$ cat src/rtl/int_claim_arbiter_pkg.sv
// Shared state encoding and sizing helper for the interrupt claim arbiter.
package int_claim_arbiter_pkg;

  typedef enum logic [1:0] {IDLE, ARB, OFFER, SERVICE} arb_state_t;

  // Source IDs run 1..num_src with 0 reserved for "none".
  function automatic int id_width(input int num_src);
    return $clog2(num_src + 1);
  endfunction

endpackage

$ cat src/rtl/int_claim_prio_tree.sv
// Combinational winner select: highest priority among eligible sources,
// lowest ID on a tie; win_id is 0 when nothing is eligible.
module int_claim_prio_tree
  import int_claim_arbiter_pkg::*;
#(
  parameter int NUM_SRC = 8,
  parameter int PRIO_W = 2,
  localparam int ID_W = id_width(NUM_SRC)
) (
  input  logic [NUM_SRC-1:0]             eligible,
  input  logic [NUM_SRC-1:0][PRIO_W-1:0] prio,
  output logic [ID_W-1:0]                win_id
);

  logic [PRIO_W-1:0] best_prio;

  // Ascending scan with a strict compare keeps the lowest ID on ties.
  always_comb begin
    win_id = '0;
    best_prio = '0;
    for (int i = 0; i < NUM_SRC; i++) begin
      if (eligible[i] && ((win_id == '0) || (prio[i] > best_prio))) begin
        win_id = ID_W'(i + 1);
        best_prio = prio[i];
      end
    end
  end

endmodule

$ cat src/rtl/int_claim_arbiter.sv
// Interrupt scheduler with claim/complete handshake in front of the core.
// Define INT_CLAIM_ARBITER_EDGE_EN for rising-edge pending capture.
module int_claim_arbiter
  import int_claim_arbiter_pkg::*;
#(
  parameter int NUM_SRC = 8,
  parameter int PRIO_W = 2,
  localparam int ID_W = id_width(NUM_SRC)
) (
  input  logic              clock,
  input  logic              reset,
  input  logic [NUM_SRC-1:0] irq_in,
  input  logic              cfg_we,
  input  logic [ID_W-1:0]   cfg_id,
  input  logic              cfg_en,
  input  logic [PRIO_W-1:0] cfg_prio,
  input  logic [PRIO_W-1:0] threshold,
  output logic              irq_req,
  input  logic              claim,
  output logic [ID_W-1:0]   claim_id,
  input  logic              complete,
  input  logic [ID_W-1:0]   complete_id,
  output logic              err
);

  arb_state_t state;
  logic [NUM_SRC-1:0] pending;
  logic [NUM_SRC-1:0] in_service;
  logic [NUM_SRC-1:0] en;
  logic [NUM_SRC-1:0][PRIO_W-1:0] prio;
  logic [NUM_SRC-1:0] eligible;
  logic [NUM_SRC-1:0] pending_set;
  logic [NUM_SRC-1:0] claim_mask;
  logic [NUM_SRC-1:0] cfg_mask;
  logic [ID_W-1:0]    win_id;
  logic               claim_take;

  // One-hot decode of an ID; 0 and out-of-range IDs give an empty mask.
  function automatic logic [NUM_SRC-1:0] id_mask(input logic [ID_W-1:0] id);
    id_mask = '0;
    for (int i = 0; i < NUM_SRC; i++) begin
      if (id == ID_W'(i + 1)) id_mask[i] = 1'b1;
    end
  endfunction

  assign claim_mask = id_mask(claim_id);
  assign cfg_mask   = id_mask(cfg_id);
  assign claim_take = (state == OFFER) && claim;

  always_comb begin
    eligible = '0;
    for (int i = 0; i < NUM_SRC; i++) begin
      eligible[i] = pending[i] & en[i] & (prio[i] > threshold);
    end
  end

`ifdef INT_CLAIM_ARBITER_EDGE_EN
  logic [NUM_SRC-1:0] irq_prev;

  always_ff @(posedge clock) begin
    if (!reset) irq_prev <= '0;
    else        irq_prev <= irq_in;
  end

  // Edges are latched even while in service so they are not lost.
  assign pending_set = irq_in & ~irq_prev;
`else
  assign pending_set = irq_in & ~in_service;
`endif

  always_ff @(posedge clock) begin
    if (!reset) begin
      pending <= '0;
      en      <= '0;
      prio    <= '0;
    end else begin
      pending <= (pending | pending_set) & ~(claim_take ? claim_mask : '0);
      if (cfg_we) begin
        for (int i = 0; i < NUM_SRC; i++) begin
          if (cfg_mask[i]) begin
            en[i]   <= cfg_en;
            prio[i] <= cfg_prio;
          end
        end
      end
    end
  end

  int_claim_prio_tree #(
    .NUM_SRC(NUM_SRC),
    .PRIO_W (PRIO_W)
  ) u_prio_tree (
    .eligible(eligible),
    .prio    (prio),
    .win_id  (win_id)
  );

  always_ff @(posedge clock) begin
    if (!reset) begin
      state      <= IDLE;
      irq_req    <= 1'b0;
      claim_id   <= '0;
      in_service <= '0;
      err        <= 1'b0;
    end else begin
      if (claim && (state != OFFER)) err <= 1'b1;
      if (complete && (state != SERVICE)) err <= 1'b1;
      case (state)
        IDLE: begin
          if (|eligible) state <= ARB;
        end
        ARB: begin
          if (win_id != '0) begin
            claim_id <= win_id;
            irq_req  <= 1'b1;
            state    <= OFFER;
          end else begin
            state <= IDLE;
          end
        end
        OFFER: begin
          if (claim) begin
            in_service <= in_service | claim_mask;
            irq_req    <= 1'b0;
            state      <= SERVICE;
          end else if (!(|(eligible & claim_mask))) begin
            claim_id <= '0;
            irq_req  <= 1'b0;
            state    <= IDLE;
          end
        end
        SERVICE: begin
          if (complete) begin
            if (complete_id == claim_id) begin
              in_service <= in_service & ~claim_mask;
              claim_id   <= '0;
              state      <= IDLE;
            end else begin
              err <= 1'b1;
            end
          end
        end
        default: state <= IDLE;
      endcase
    end
  end

endmodule

$ cat config.mk
export PLATFORM = sky130hd
export DESIGN_NAME = int_claim_arbiter
export DESIGN_NICKNAME = d
export VERILOG_FILES = /design/src/rtl/int_claim_arbiter_pkg.sv /design/src/rtl/int_claim_prio_tree.sv /design/src/rtl/int_claim_arbiter.sv
export SDC_FILE = /design/constraint.sdc
export NUM_CORES = 1
export LEC_CHECK = 0
export ABC_AREA = 1
export CORE_ASPECT_RATIO = 1.1
export CORE_UTILIZATION = 50
export DETAILED_ROUTE_END_ITERATION = 8
export PLACE_DENSITY = 0.77
export SLEW_MARGIN = 20
export SYNTH_ARGS = -nofsm -noshare
export SYNTH_HDL_FRONTEND = slang
export SYNTH_SLANG_ARGS = --single-unit
$ cat constraint.sdc
create_clock -name clock -period 21.7 [get_ports clock]
set_input_delay 4.34 -clock clock [delete_from_list [all_inputs] [get_ports clock]]
set_output_delay 4.34 -clock clock [all_outputs]
set_load 0.05 [all_outputs]
; ---- Word-level counts from Yosys, hierarchy flattened
; Index checks and enable logic that the tools add are counted.
[totals]
register_bits = 48
in_bits = 26
wordCells = 193
[classes]
magnitude_cmp = 15
eq_ne = 30
mux = 58
bitwise_logic = 25
reduce_logical = 43
[op_table]
columns = op, n
row1 = 2-to-1 mux 4 bit, 12
row2 = bitwise AND 8 bit, 4
row3 = "== test 4 x 3 -> 1 bit, second input constant", 8
row4 = 2-to-1 mux 8 bit, 4
row5 = > comparator 2 bit, 15
row6 = logical NOT 4 bit, 7
row7 = 2-to-1 mux 2 bit, 13
row8 = 2-to-1 mux 1 bit, 25
row9 = NOT 8 bit, 3
row10 = "!= test 2 bit, second input constant", 9
row11 = bitwise AND 1 bit, 16
row12 = "== test 4 x 2 -> 1 bit, second input constant", 4
row13 = OR 8 bit, 2
row14 = case mux 8 bit (2 select lines), 1
row15 = AND reduction 2 bit, 8
row16 = OR reduction 8 bit, 2
row17 = case mux 4 bit (3 select lines), 1
row18 = logical AND 1 bit, 10
row19 = "== test 4 x 1 -> 1 bit, second input constant", 2
row20 = "== test 4 bit, second input constant", 2
row21 = case mux 2 bit (4 select lines), 1
row22 = AND reduction 4 bit, 2
row23 = logical OR 1 bit, 7
row24 = AND reduction 6 bit, 1
row25 = 10 further kinds, 12

; ---- Depth between registers and ports, before layout
; Gate-level depths: netlist of the first run.
[logic_depth]
depth_word = 34
ltp_mapped = 66

; ---- Hierarchy
; A second synthesis of the first run with hierarchy kept.
[unflattened]
hier_cells = 536
hier_area_um2 = 3403.3
[by_module_without_submodules]
columns = module, n_inst, cells_per_inst, area_each_um2, seq_area_each_um2
row1 = int_claim_arbiter, 1, 408, 2683.8, 960.9
row2 = int_claim_prio_tree, 1, 128, 719.4, 0.0

; ---- Worst setup path after synthesis of the first run
; Ideal clock, no wire load.
[synth_timing]
path_type = input to register
from = input port threshold[1]
to = register claim_id[0]
setup_time_ps = 62
arrival_time_ps = 11192
setup_slack_ps = 10446
stages = 64
path_cell_list = inv_1 ha_1 nand2_1 inv_2 nor2_4 nand2_2 nor2_1 inv_1 ha_1 nand2_1 nand2_1 nand2_1 nand3_1 nand2_1 nand2_1 and2_1 ha_1 inv_1 [... 28 more ...] o21ai_1 inv_1 ha_1 nand2_1 o21ai_0 nand2_1 nand2_2 nand2_1 o21ai_0 ha_1 a21oi_1 a21oi_1 o21bai_1 nand2_1 nand3_1 nand2_1 nand2_1 nor2_2
[synth_via]
elab_chain_len = 34
elab_cells_between_ends = 67
classes_between = order compare (15) / eq/ne (2) / mux (17) / bitwise (9) / reduce/logical (24)
[synth_lines]
columns = item, line
row1 = start: declaration, int_claim_arbiter.sv:17  ; input logic [PRIO_W-1:0] threshold,
row2 = > comparator 2 bit, int_claim_arbiter.sv:53  ; eligible[i] = pending[i] & en[i] & (prio[i] > threshold);
row3 = bitwise AND 1 bit, int_claim_arbiter.sv:53
row4 = 2-to-1 mux 2 bit / 2-to-1 mux 1 bit (equally long branches), int_claim_prio_tree.sv:22  ; if (eligible[i] && ((win_id == '0) || (prio[i] > best_prio))) begin
row5 = > comparator 2 bit / logical NOT 4 bit (equally long branches), int_claim_prio_tree.sv:22
row6 = logical OR 1 bit, int_claim_prio_tree.sv:22
row7 = logical AND 1 bit, int_claim_prio_tree.sv:22
row8 = 2-to-1 mux 2 bit / 2-to-1 mux 4 bit (equally long branches), int_claim_prio_tree.sv:22
row9 = > comparator 2 bit / logical NOT 4 bit (equally long branches), int_claim_prio_tree.sv:22
row10 = [... 18 more ...], n/a
row11 = 2-to-1 mux 2 bit / 2-to-1 mux 4 bit (equally long branches), int_claim_prio_tree.sv:22
row12 = > comparator 2 bit / logical NOT 4 bit (equally long branches), int_claim_prio_tree.sv:22
row13 = logical OR 1 bit, int_claim_prio_tree.sv:22
row14 = logical AND 1 bit, int_claim_prio_tree.sv:22
row15 = 2-to-1 mux 4 bit, int_claim_prio_tree.sv:22
row16 = nonzero test 4 bit, int_claim_arbiter.sv:113  ; if (win_id != '0) begin
row17 = != test 2 bit (no source line), n/a
row18 = AND reduction 6 bit (no source line), n/a
row19 = end signal: assignment, int_claim_arbiter.sv:114  ; claim_id <= win_id;
row20 = end: declaration, int_claim_arbiter.sv:20  ; output logic [ID_W-1:0] claim_id,
; Parallel ways exist; a longest one is shown, timed or not. The select of a mux whose other input is x is not followed.
; A chain may end at the register's enable or synchronous reset.

; ---- Worst setup path in the final report of the first run
[layout_timing]
from = input port threshold[0]
to = register claim_id[0]
; Same word-level chain as after synthesis.

==> results of run 1 <==
## stage by stage
stage,total power [W],area [um^2]
3_5_place_dp,0.000114,3490
3_3_place_gp,0.000113,3490
6_report,0.000165,3570
4_1_cts,0.000167,3570
2_1_floorplan,0.000105,3110
5_1_grt,0.000174,3570
## worst paths after layout
check,from,endpoint,slack (ns),depth (start not counted)
hold / removal,irq_req,irq_req,0.46,2
setup / recovery,threshold[0],claim_id[0],9.29,64
hold reg to reg,irq_req,irq_req,0.46,2
setup reg to reg,prio[0],claim_id[0],13.76,64
## Yosys cell counts
| cell type | instances |
|---|---|
| o21bai_1 | 1 |
| o2111ai_1 | 2 |
| nor3_1 | 19 |
| clkbuf_2 | 1 |
| a211oi_1 | 2 |
| nand2_1 | 63 |
| o21ai_0 | 34 |
| a31oi_1 | 1 |
| inv_1 | 80 |
| a21boi_0 | 1 |
| a211oi_2 | 1 |
| nand3_1 | 17 |
| a21oi_2 | 1 |
| or2_0 | 1 |
| nand2_4 | 2 |
| a21oi_1 | 44 |
| nor4_1 | 9 |
| o22ai_1 | 1 |
| nand4_1 | 3 |
| nor2_2 | 1 |
| or2_2 | 1 |
| o21ai_1 | 4 |
| a221oi_1 | 1 |
| nor2_4 | 1 |
| dfxtp_1 | 48 |
| o21bai_4 | 1 |
| nor2_1 | 71 |
| nand2_2 | 7 |
| xor2_1 | 4 |
| inv_2 | 2 |
| a21boi_2 | 1 |
| buf_1 | 2 |
| clkinv_1 | 1 |
| and2_1 | 1 |
| nand3_2 | 3 |
| ha_1 | 28 |
| clkbuf_1 | 4 |
## power by group
part           total [W]  internal (W)  switching (W)
combinational  0.0000204    0.00000925      0.0000111
sequential     0.0000918     0.0000903     0.00000146
clock          0.0000531     0.0000219      0.0000312
## tightest hold or removal path: stages (launching register included)
cell	delay, ns
dfxtp_1	0.32
inv_1	0.05
a21oi_1	0.05
## cells by family after synthesis
logic type / synth area share, %
buffers and inverters: 10.9
AO/OA/AOI/OAI: 17.1
adder cells (fa/ha/maj): 11.3
XOR/XNOR: 1.13
flip-flops: 30.9
AND/OR/NAND/NOR: 28.7
## layout make-up
cell class	instances	area share (%)
sequential	48	26.9
clock buffer	5	1.93
tap	77	2.70
inverter	83	8.73
clock inverter	2	0.351
multi-input combinational	326	50.6
timing repair buffer	31	8.70
## metal layers
layer | track usage (%) | vias up | part of all wire, %
li1 | - | 1582 | -
met1 | 31.6 | 1390 | 46
met2 | 42.5 | 81 | 46
met3 | 2.72 | 14 | 4.2
met4 | 9.95 | 0 | 2.9
met5 | 0 | - | 0
==> results.txt, run 1 <==
Post-CTS resize count: 0
Worst-path fanout max: 8
First-iteration detailed-routing DRC count: 184
Cell occurring most often along the worst timing path: nand2_1
Post-layout net count: 549
Vias: 3067
Final critical-path required period: 12.41 ns
Number of max-cap violations: 0
Cell with the biggest individual delay on the critical path: clkdlybuf4s50_1
Number of setup violations in the final report: 0
Setup Slack @ Placement: 9.01 ns
Post-CTS repair timing setup buffer count: 0
Dpl hpwl: 5810 um
Height of the die: 84.7 um
RSZ-0062 raised after global routing: no
Storage element area: 961 um^2
Remaining routing DRC violations: 0
Top cell type's share of synthesized area: 30.9%
Mean instance size in the synthesized netlist: 6.70 um^2
Worst hold-check path type: reg2reg
Normalized max-slew margin: 39.3%
Post-Synthesis Net Count: 518
Final-report hold violation count: 0
Result of the run: finished clean
Post-layout utilization of the core: 60.7%
Buffers from clock root to sink, at most: 2
Share of final-layout standard cells stronger than drive strength 1: 5.66%
Total detailed-routing wirelength: 7520 um
Cell at the root of the clock tree: clkbuf_8
Layout fillers: 589
Seq cells post-synth: 48
Crit path buffers/inverters: 7
Most common cell after layout, fill and taps aside: inv_1
Leakage power total: 1.59 nW
Startpoint Class: primary input
Crit Path Category: in2reg
Antenna diodes: 0
Pin count of the biggest net entering global routing: 30
Maximum achievable frequency: 80.6 MHz
Final std cells w/o fill: 572
Most frequent cells in the layout: inv_1 (80), nor2_1 (71), nand2_1 (63)
Clock latency at the later pin of the worst-skew pair: 0.31 ns
Routed WL per cell: 13.2 um
Via density: 5.36
Horizontal die dimension: 77.2 um
CP Capture Type: register
Final worst setup slack: 9.29 ns
Largest area contributor in the synthesized netlist: dfxtp_1
Hold WS: 0.460 ns
Overflow after GRT: 0
Yosys warns: 0
CP Data Arrival Time: 12.67 ns
Worst clock skew on the final layout: 0.00833 ns
Global placement routability congestion: 0.906
Clock tree from TritonCTS: yes
Yosys cell types: 37
Count of TritonRoute iterations in the first routing pass: 5
CTS H-tree lvls: 2
Leading cell types by total area after synthesis: dfxtp_1 (31%), ha_1 (11%), inv_1 (9.7%), nor2_1 (8.6%), nand2_1 (7.6%)
Final period util: 57.2%
Cell area after technology mapping: 3110 um^2
Max Slew Vio Count: 0
Area inside the core boundary: 5880 um^2
Worst-Margin Slew: 0.908 ns
Count of hold-fix buffers inserted at cts: 0
Floorplan die area: 6530 um^2
Number of global-route vias before repair: 2895
Cell family contributing the most delay on the critical path: simple AND/OR/NAND/NOR gates
Total routing resource utilization after global routing: 24.8%
Number of antenna violations at the first check in global routing: 0
TritonCTS buffer count: 5
Setup tns final: 0 ns
Multi-input combinational cell area: 1810 um^2
Post-detailed-route count of antenna-violating nets: 0
Sinks on the clock net: 48
Data required time at the worst endpoint: 21.95 ns
Pwr dens: 46.3 nW/um^2
Delay of the slowest critical-path stage: 0.78 ns
Maximum VDD drop: 0.0426 mV
Sequential share of the synthesized area: 30.9%
Cell total after placement: 565
CTS clock-pin slew for the worst setup and hold paths: 0.09 ns
Cell count after synthesis: 464
Top Ports: 32
Wire length of the first global-routing pass: 13000 um
Quantity of I/O buffers inserted on ports: 31
Initial cell density of the core: 52.9%
Count of standard-cell rows: 29
Area delta synth->final: 14.8%
Power figures use the tool's default switching activity.
==> run 2, diff against run 1 <==
Settings changed: PLACE_DENSITY 0.77 to 0.79.
Clock period 21.7 ns to 10 ns, I/O delays scaled along.
==> results.txt, run 2 (synthesis results as in run 1) <==
Crit. path cell count: 65 (+1.6%)
Total power: 0.000370 W (+120%)
Switching part of the total power: 26.1% (-0.37 points)
Met1 Use GR: 28.5% (-3.1 points)
Data required time at the worst endpoint: 10.24 ns (-11.71 ns)
GRT met2 Usage: 43.8% (+1.4 points)
Maximum VDD drop: 0.0790 mV (+85%)
Final critical-path required period: 9.53 ns
Internal portion of total power: 0.000273 W (+130%)
Layout fillers: 576 (-2.2%)
Post-layout net count: 558 (+1.6%)
Reg-to-reg setup timing slack: 2.26 ns (-11.50 ns)
CP Data Arrival Time: 9.77 ns (-2.90 ns)
Sequential Power Share: 53.9% (-1.6 points)
Pwr dens: 99.5 nW/um^2 (+110%)
Horizontal die dimension: 77.2 um (unchanged)
Top Ports: 32 (unchanged)
Area delta synth->final: 19.7%
Final period util: 95.3%
Share of total power in combinational logic: 12.6% (+0.3 points)
Antenna diodes: 0 (unchanged)
Clock latency at the later pin of the worst-skew pair: 0.30 ns (about the same)
Number of max-cap violations: 0 (unchanged)
Cell at the root of the clock tree: clkbuf_8
Global placement routability congestion: 0.882 (-2.6%)
Final std cells w/o fill: 582 (+1.7%)
Cell family contributing the most delay on the critical path: simple AND/OR/NAND/NOR gates
Number of global-route vias before repair: 2827 (-2.3%)
Share of final-layout standard cells stronger than drive strength 1: 10.5% (+4.8 points)
Clock tree from TritonCTS: yes
Maximum achievable frequency: 105 MHz
Reg-to-Reg Start: prio[0]
Initial cell density of the core: 52.9% (unchanged)
Startpoint of the worst hold path: irq_req
Global routing usage on met3: 3.15% (+0.43 points)
Vias: 3146 (+2.6%)
Final worst setup slack: 0.472 ns (-8.81 ns)
Worst-path fanout max: 6 (-2)
Count of standard-cell rows: 29 (unchanged)
Worst clock skew on the final layout: 0.00881 ns (+0.000481 ns)
Sinks on the clock net: 48 (unchanged)
Pin count of the biggest net entering global routing: 30 (unchanged)
Number of antenna violations at the first check in global routing: 0 (unchanged)
Total routing resource utilization after global routing: 24.3% (-0.53 points)
Delay of the slowest critical-path stage: 0.45 ns (-0.33 ns)
Final-report hold violation count: 0 (unchanged)
Floorplan die area: 6530 um^2 (unchanged)
Quantity of I/O buffers inserted on ports: 31 (unchanged)
Setup tns final: 0 ns (unchanged)
Crit path buffers/inverters: 8 (+1)
CTS clock-pin slew for the worst setup and hold paths: 0.09 ns (about the same)
Count of hold-fix buffers inserted at cts: 0 (unchanged)
Dpl hpwl: 5900 um (+1.5%)
Height of the die: 84.7 um (unchanged)
Most common cell after layout, fill and taps aside: inv_1
Most Crowded Layer GR: met2
Hold WS: 0.455 ns (-0.00513 ns)
Worst hold-check path type: reg2reg
Total detailed-routing wirelength: 7980 um (+6.1%)
End of the worst hold path: irq_req
TritonCTS buffer count: 5 (unchanged)
Routed WL per cell: 13.7 um (+4.2%)
Remaining routing DRC violations: 0 (unchanged)
Startpoint Class: primary input
Overflow after GRT: 0 (unchanged)
Cell occurring most often along the worst timing path: nand2_1
Wire length of the first global-routing pass: 12500 um (-3.9%)
Cell with the biggest individual delay on the critical path: clkdlybuf4s50_1
Max Slew Vio Count: 0 (unchanged)
First-iteration detailed-routing DRC count: 211 (+15%)
Via density: 5.41 (+0.81%)
Result of the run: finished clean
Area inside the core boundary: 5880 um^2 (unchanged)
Reg-to-reg critical path endpoint: claim_id[0]
Buffers from clock root to sink, at most: 2 (unchanged)
Cell count of the worst reg-to-reg path: 64 (unchanged)
CP Capture Type: register
Leakage power total: 1.65 nW (+3.6%)
Normalized max-slew margin: 39.2% (-0.10 points)
Setup Slack @ Placement: -0.0390 ns (-9.05 ns)
Number of stages on the worst hold path: 2 (unchanged)
Worst-Margin Slew: 0.910 ns (+0.00151 ns)
Number of setup violations in the final report: 0 (unchanged)
Most frequent cells in the layout: inv_1 (80), nor2_1 (69), nand2_1 (60)
Reported net switching power: 0.0000968 W (+120%)
Cell total after placement: 568 (+0.53%)
Crit Path Category: in2reg
Power share of the clock group: 33.6% (+1.5 points)
Post-detailed-route count of antenna-violating nets: 0 (unchanged)
Count of TritonRoute iterations in the first routing pass: 4 (-1)
CTS H-tree lvls: 2 (unchanged)
[run 2: cell count changes in the layout (fill, tap and decap cells not counted), sizes merged]
cell,previous run,this run
buf,0,9
clkbuf,5,7
clkinv,2,1
[run 2: layer usage]
layer,part of all wire (%),vias up
li1,-,1596
met1,43,1430
met2,49,99
met3,5.2,21
met4,3.3,0
met5,0,-
[run 2: layout make-up]
class                           count  area (um^2)  area share (%)
Sequential cell                    48          961            25.8
Multi-Input combinational cell    326         1880            50.5
Inverter                           83          312            8.38
Tap cell                           77         96.3            2.59
Clock buffer                        7         86.3            2.32
Timing Repair Buffer               40          378            10.2
Clock inverter                      1         7.51           0.202
[run 2: worst max-delay path by stage]
| stage | from | endpoint | slack [ns] |
|---|---|---|---|
| 2_1_floorplan | threshold[1] | claim_id[0] | 1.09 |
| 3_3_place_gp | threshold[1] | claim_id[0] | 0.16 |
| 3_5_place_dp | threshold[1] | claim_id[0] | -0.04 |
| 4_1_cts | threshold[1] | claim_id[0] | 0.20 |
| 5_1_grt | threshold[1] | claim_id[0] | -0.13 |
| 6_report | threshold[1] | claim_id[0] | 0.47 |
[run 2: worst reg2reg max path, delay by kind of cell, from the launching register on]
family                     cells  cell delay (ns)
buffers and inverters          7             0.38
adders and majority gates      8             2.37
DFF                            1             0.32
and+or+nand+nor               38             3.48
AOI/OAI and AO/OA             11             1.15
[run 2: what timing repair did]
item,CTS,global route
buffers inserted,0,6
endpoints found under the setup margin,0,4
gates resized for setup,0,21
[run 2: power groups by stage]
stage                     clock network, W  registers (W)  logic (W)
after detailed placement                 0       0.000204  0.0000450
after CTS                         0.000125       0.000199  0.0000453
after global routing              0.000131       0.000200  0.0000516
final                             0.000124       0.000199  0.0000466
after global placement                   0       0.000204  0.0000436
after floorplan                          0       0.000204  0.0000245
[run 2: metrics by stage]
stage	util (%)	instance area, um^2
finish	63.3	3720
global route	63.3	3720
CTS	61.3	3600
detailed placement	59.7	3510
global placement	59.7	3510
floorplan	-	3110
